$ cat config.mk
export PLATFORM = sky130hd
export DESIGN_NAME = switch_conditioner
export DESIGN_NICKNAME = d
export VERILOG_FILES = /design/src/rtl/switch_conditioner.sv
export SDC_FILE = /design/constraint.sdc
export NUM_CORES = 1
export LEC_CHECK = 0
export BUFFER_PORTS_ARGS = -buffer_cell sky130_fd_sc_hd__clkbuf_2
export CORE_MARGIN = 5
export CORE_UTILIZATION = 45
export CTS_BUF_LIST = sky130_fd_sc_hd__clkbuf_8 sky130_fd_sc_hd__clkbuf_16
export CTS_CLUSTER_SIZE = 8
export DETAILED_ROUTE_END_ITERATION = 8
export PLACE_DENSITY_LB_ADDON = 0.25
export RECOVER_POWER = 50
export SYNTH_ARGS = -nofsm -noshare
export SYNTH_HDL_FRONTEND = slang
export SYNTH_SLANG_ARGS = --single-unit
$ cat constraint.sdc
create_clock -name CLK -period 9.6 [get_ports CLK]
set_input_delay 1.44 -clock CLK [delete_from_list [all_inputs] [get_ports CLK]]
set_output_delay 1.44 -clock CLK [all_outputs]
set_load 0.005 [all_outputs]
$ cat src/rtl/switch_conditioner.sv
// Two-flop synchroniser plus shared-tick debounce of 16 slide switches, with change pulse/mask.
// Defining SW_CHANGE_IRQ_EN adds a latched change interrupt; otherwise IRQ is tied low.
module switch_conditioner #(
    parameter int TICK_DIV       = 100000,
    parameter int STABLE_SAMPLES = 4
) (
    input  logic        CLK,
    input  logic        RESET,
    input  logic [15:0] SW_RAW,
    output logic [7:0]  SWH,
    output logic [7:0]  SWL,
    output logic        VALID,
    output logic        CHANGED,
    output logic [15:0] CHANGE_MASK,
    output logic        IRQ,
    input  logic        IRQ_ACK
);

    localparam int TW = $clog2(TICK_DIV);
    localparam int WW = $clog2(STABLE_SAMPLES);
    localparam logic [TW-1:0] TICK_LAST = TW'(TICK_DIV - 1);
    localparam logic [WW-1:0] WARM_LAST = WW'(STABLE_SAMPLES - 1);

    typedef enum logic {
        WARMUP,
        RUN
    } state_t;

    state_t                             state_q, state_d;
    logic [15:0]                        meta_q, sync_q;
    logic [TW-1:0]                      tick_cnt_q, tick_cnt_d;
    logic                               tick;
    logic [WW-1:0]                      warm_cnt_q, warm_cnt_d;
    logic [15:0][STABLE_SAMPLES-1:0]    hist_q, hist_d;
    logic [15:0]                        sw_q, sw_d;
    logic [15:0]                        mask_q, mask_d;
    logic                               changed_q, changed_d;

    always_comb begin
        tick       = (tick_cnt_q == TICK_LAST);
        tick_cnt_d = tick ? '0 : tick_cnt_q + 1'b1;
        hist_d     = hist_q;
        sw_d       = sw_q;
        if (tick) begin
            for (int b = 0; b < 16; b++) begin
                hist_d[b] = {hist_q[b][STABLE_SAMPLES-2:0], sync_q[b]};
                // Partial agreement holds the previous level, which is what rejects bounce.
                if (&hist_d[b]) begin
                    sw_d[b] = 1'b1;
                end else if (~|hist_d[b]) begin
                    sw_d[b] = 1'b0;
                end
            end
        end
    end

    always_comb begin
        state_d    = state_q;
        warm_cnt_d = warm_cnt_q;
        mask_d     = '0;
        case (state_q)
            WARMUP: begin
                if (tick) begin
                    if (warm_cnt_q == WARM_LAST) begin
                        state_d = RUN;
                    end else begin
                        warm_cnt_d = warm_cnt_q + 1'b1;
                    end
                end
            end
            RUN: begin
                if (tick) begin
                    mask_d = sw_q ^ sw_d;
                end
            end
            default: state_d = WARMUP;
        endcase
        changed_d = |mask_d;
    end

    always_ff @(posedge CLK or posedge RESET) begin
        if (RESET) begin
            state_q    <= WARMUP;
            meta_q     <= '0;
            sync_q     <= '0;
            tick_cnt_q <= '0;
            warm_cnt_q <= '0;
            hist_q     <= '0;
            sw_q       <= '0;
            mask_q     <= '0;
            changed_q  <= 1'b0;
        end else begin
            state_q    <= state_d;
            meta_q     <= SW_RAW;
            sync_q     <= meta_q;
            tick_cnt_q <= tick_cnt_d;
            warm_cnt_q <= warm_cnt_d;
            hist_q     <= hist_d;
            sw_q       <= sw_d;
            mask_q     <= mask_d;
            changed_q  <= changed_d;
        end
    end

    assign SWH         = sw_q[15:8];
    assign SWL         = sw_q[7:0];
    assign VALID       = (state_q == RUN);
    assign CHANGED     = changed_q;
    assign CHANGE_MASK = mask_q;

`ifdef SW_CHANGE_IRQ_EN
    logic irq_q;

    // A change arriving on the acknowledge edge wins so no event is dropped.
    always_ff @(posedge CLK or posedge RESET) begin
        if (RESET) begin
            irq_q <= 1'b0;
        end else begin
            irq_q <= changed_d | (irq_q & ~IRQ_ACK);
        end
    end

    assign IRQ = irq_q;
`else
    assign IRQ = 1'b0 & IRQ_ACK;
`endif

endmodule

==> out/qor.yml <==
clock_network:
  clock_tree.root_cell: "clkbuf_16"
  htreeDepth: 4
  clock_latency_ns: 0.42
  hold_buffers: 0
  cts.clk_slew.worst_paths_ns: 0.06
  cts.path.max_buffers: 2
  cts-resized-gates: 0
  post-cts-setup-buffers: 0
  cts_num_sinks: 133
  number_of_buffers_inserted_during_clock_tree_synthesis: 17
  tritoncts: "done"
synthesis:
  synth_area_leaders: "dfrtp_1, nand2_1, o21ai_0"
  synth.net_count: 524
  sequential_fraction_of_the_synthesis_area_pct: 63.7
  synth_top_area_share_pct: 63.7
  avgSynthCellArea_sq_um: 10.4
  synth.ff_latch_count: 133
  yosysTopAreaCell: "dfrtp_1"
  mappedNetlistArea_sq_um: 5230
  yosys_warnings: 0
  synth_cells: 503
  synth.lib_cells_used.distinct: 40
grt:
  grt_first_pass_wirelength_microns: 17800
  number_of_antenna_violations_at_the_first_check_in_global_routing: 0
  grt_max_degree: 77
  grt_remaining_overflow: 0
  vias_in_the_first_global_route: 3809
  gr-usage-all-layers_pct: 15.8
cells_and_area:
  layout_commonest_cell: "dfrtp_1"
  syn_to_final_growth_pct: 17.9
  post_route_cells_drive_above_1_share_pct: 12.7
  ant_diodes: 0
  post-route-cell-area_sq_um: 6160
  fin_nets: 581
  mostFrequentLayoutCells: "dfrtp_1, nand2_1, clkbuf_2, nor2_1, o21ai_0"
power_and_ir_drop:
  leakage_nw: 2.93
  p_total_mw: 1.23
  power_frac_comb_pct: 1.5
  clockPowerShare_pct: 52.2
  pwr_density_cell_nw_per_um2: 200
  proportion_of_total_power_due_to_net_switching_pct: 19.9
  irDropWorstVdd_uv: 148
  switching_power_mw: 0.246
  power_frac_seq_pct: 46.3
  internal_power_mw: 0.988
status:
  violations_in_the_final_reports: "capacitance limit, slew limit"
  run_status: "finished with violations"
drt:
  finalWirelength_microns: 10300
  dr.pass1.iters: 5
  route.detailed.vias_per_inst: 5.27
  antenna_violating_nets_post_route: 0
  detail_route.wl_per_cell_microns: 14.4
  dr_total_vias: 3770
  drt_drc_violations_left: 0
  detail_route.iter0.violations: 229
critical_path:
  reg2reg_to: "sw_q[0]"
  critPathLaunch: "tick_cnt_q[5]"
  critical-path-slowest-cell: "nor4_1"
  cp-start-kind: "flop"
  worst_path_dominant_cell_family: "simple AND/OR/NAND/NOR gates"
  worst-setup-path-type: "reg -> reg"
  critical_path_cell_count: 6
  timing.rr.start: "tick_cnt_q[5]"
  critical_path.n_buffers_inverters: 1
  path_cells: "or4_2 -> nor4_1 -> clkbuf_1 -> nand2_1 -> o21a_1 -> o21ai_0"
  worst-endpoint-arrival_ns: 4.30
  cp_slowest_stage_delay_ns: 1.25
  setup_slack_of_the_worst_register_to_register_path_ns: 5.61
  worstPathMaxFanout: 25
  critPathRequiredTime_ns: 9.92
  worst_r2r_path_depth: 6
  endpoint_kind: "flop"
timing:
  slew_headroom_pct: -67.6
  rsz_0062_raised_after_global_routing: "false"
  post_route_setup_tns_ns: 0
  maxSlewViolCount: 84
  timing.final.hold_violations: 0
  setup_viol: 0
  timing.final.crit_share_pct: 41.6
  fmaxAchievable_mhz: 251
  finalWorstPathRequiredPeriod_ns: 3.99
  fin_worst_skew_ns: 0.00991
  tightest_slew_ns: 2.50
floorplanning:
  initial_core_util_pct: 45.8
  fp.dieW_microns: 118
  floorplan.die.height_microns: 118
  core_area_sq_um: 11400
  row_count: 39
  io_pins: 54
  die-area_sq_um: 13900
min_path:
  holdPathStages: 0
  worst_hold_class: "reg -> reg"
  hold_end: "sync_q[9]"
  min_from: "meta_q[9]"
placed_design:
  postPlaceCellArea_sq_um: 5610
  place.port_buffers: 51
  gp_congestion: 0.795
  dp_hpwl_microns: 6660
run:
  cap_viol_max_count: 3
## registers in the layout, summed over array words and instances (netlist names)
signal and flops:
hist_q 48, tick_cnt_q 17, CHANGE_MASK 16, meta_q 16
sw_q 16, sync_q 16, warm_cnt_q 2, CHANGED 1
VALID 1
## per-stage QoR
step	hold slack [ns]	util [%]	cells	setup WS, ns
final	0.345	54.0	716	5.61
after floorplan	0.331	-	503	4.61
after detailed placement	0.336	49.2	684	6.52
after global placement	0.333	49.2	684	6.57
after global routing	0.350	54.0	716	5.18
after CTS	0.348	54.4	716	6.76
## kinds of logic (layout without fill, tap and decap cells)
logic type               Yosys count  in the layout  share of synthesized area, %
AND/OR/NAND/NOR                  232            232                          20.3
flip-flops                       133            133                          63.7
AO/OA/AOI/OAI                     78             78                          9.29
buffers and inverters             40            110                          3.26
XOR/XNOR                          16             16                          2.68
adder cells (fa/ha/maj)            2              2                         0.479
other                              1              1                        0.0718
multiplexers                       1              1                         0.216
## final cells by class
| class | instances | area, sq um |
|---|---|---|
| Inverter | 23 | 87.6 |
| Multi-Input combinational cell | 330 | 1710 |
| Sequential cell | 133 | 3330 |
| Clock inverter | 13 | 143 |
| Fill cell | 984 | 5260 |
| Clock buffer | 19 | 453 |
| Tap cell | 143 | 179 |
| Timing Repair Buffer | 55 | 262 |
## worst reg2reg max path, stage by stage (launching register included)
cell,delay (ns)
dfrtp_1,0.43
or4_2,0.69
nor4_1,1.25
clkbuf_1,0.91
nand2_1,0.20
o21a_1,0.23
o21ai_0,0.20
## layer usage
layer  part of all wire [%]  vias up  track usage, %
met5                      0        -               0
met4                   0.86        0            6.09
met3                    4.6        7            5.72
met2                     49       69            25.2
met1                     45     1860            19.7
li1                       -     1834               -
## synth_stat cells
library cell	count
o21a_1	5
nor3_1	25
or3_1	7
a41oi_1	10
xor2_1	7
nand2_1	118
nand4_1	8
o22a_1	1
nor3b_1	1
conb_1	1
or4bb_1	1
o311a_1	1
nor2_1	34
a21boi_0	1
o21ai_1	1
buf_6	1
nor4_1	3
o32ai_1	5
a31oi_1	10
mux2_2	1
nand2_2	1
and3_1	5
nor2b_1	1
or4_4	1
xnor2_1	9
buf_4	3
and4_1	2
a21o_1	1
or2_2	1
o21ai_0	34
nand3b_1	6
inv_1	23
nand3_1	16
clkbuf_1	12
dfrtp_1	133
buf_2	1
nand4b_1	1
nor4_4	1
a21oi_1	9
ha_1	2
## power by group through the flow
stage	combinational, mW	sequential (mW)	clock, mW
2_1_floorplan	0.0119	0.580	0
3_3_place_gp	0.0184	0.581	0
4_1_cts	0.0192	0.571	0.654
6_report	0.0182	0.571	0.645
3_5_place_dp	0.0192	0.581	0
5_1_grt	0.0217	0.572	0.685
## worst max path at each step
| stage | end | slack [ns] |
|---|---|---|
| CTS | warm_cnt_q[1] | 6.76 |
| global placement | meta_q[15] | 6.57 |
| finish | sw_q[0] | 5.61 |
| floorplan | CHANGED | 4.61 |
| global route | sw_q[0] | 5.18 |
| detailed placement | CHANGE_MASK[6] | 6.52 |
(Power assumes the default switching activity.)
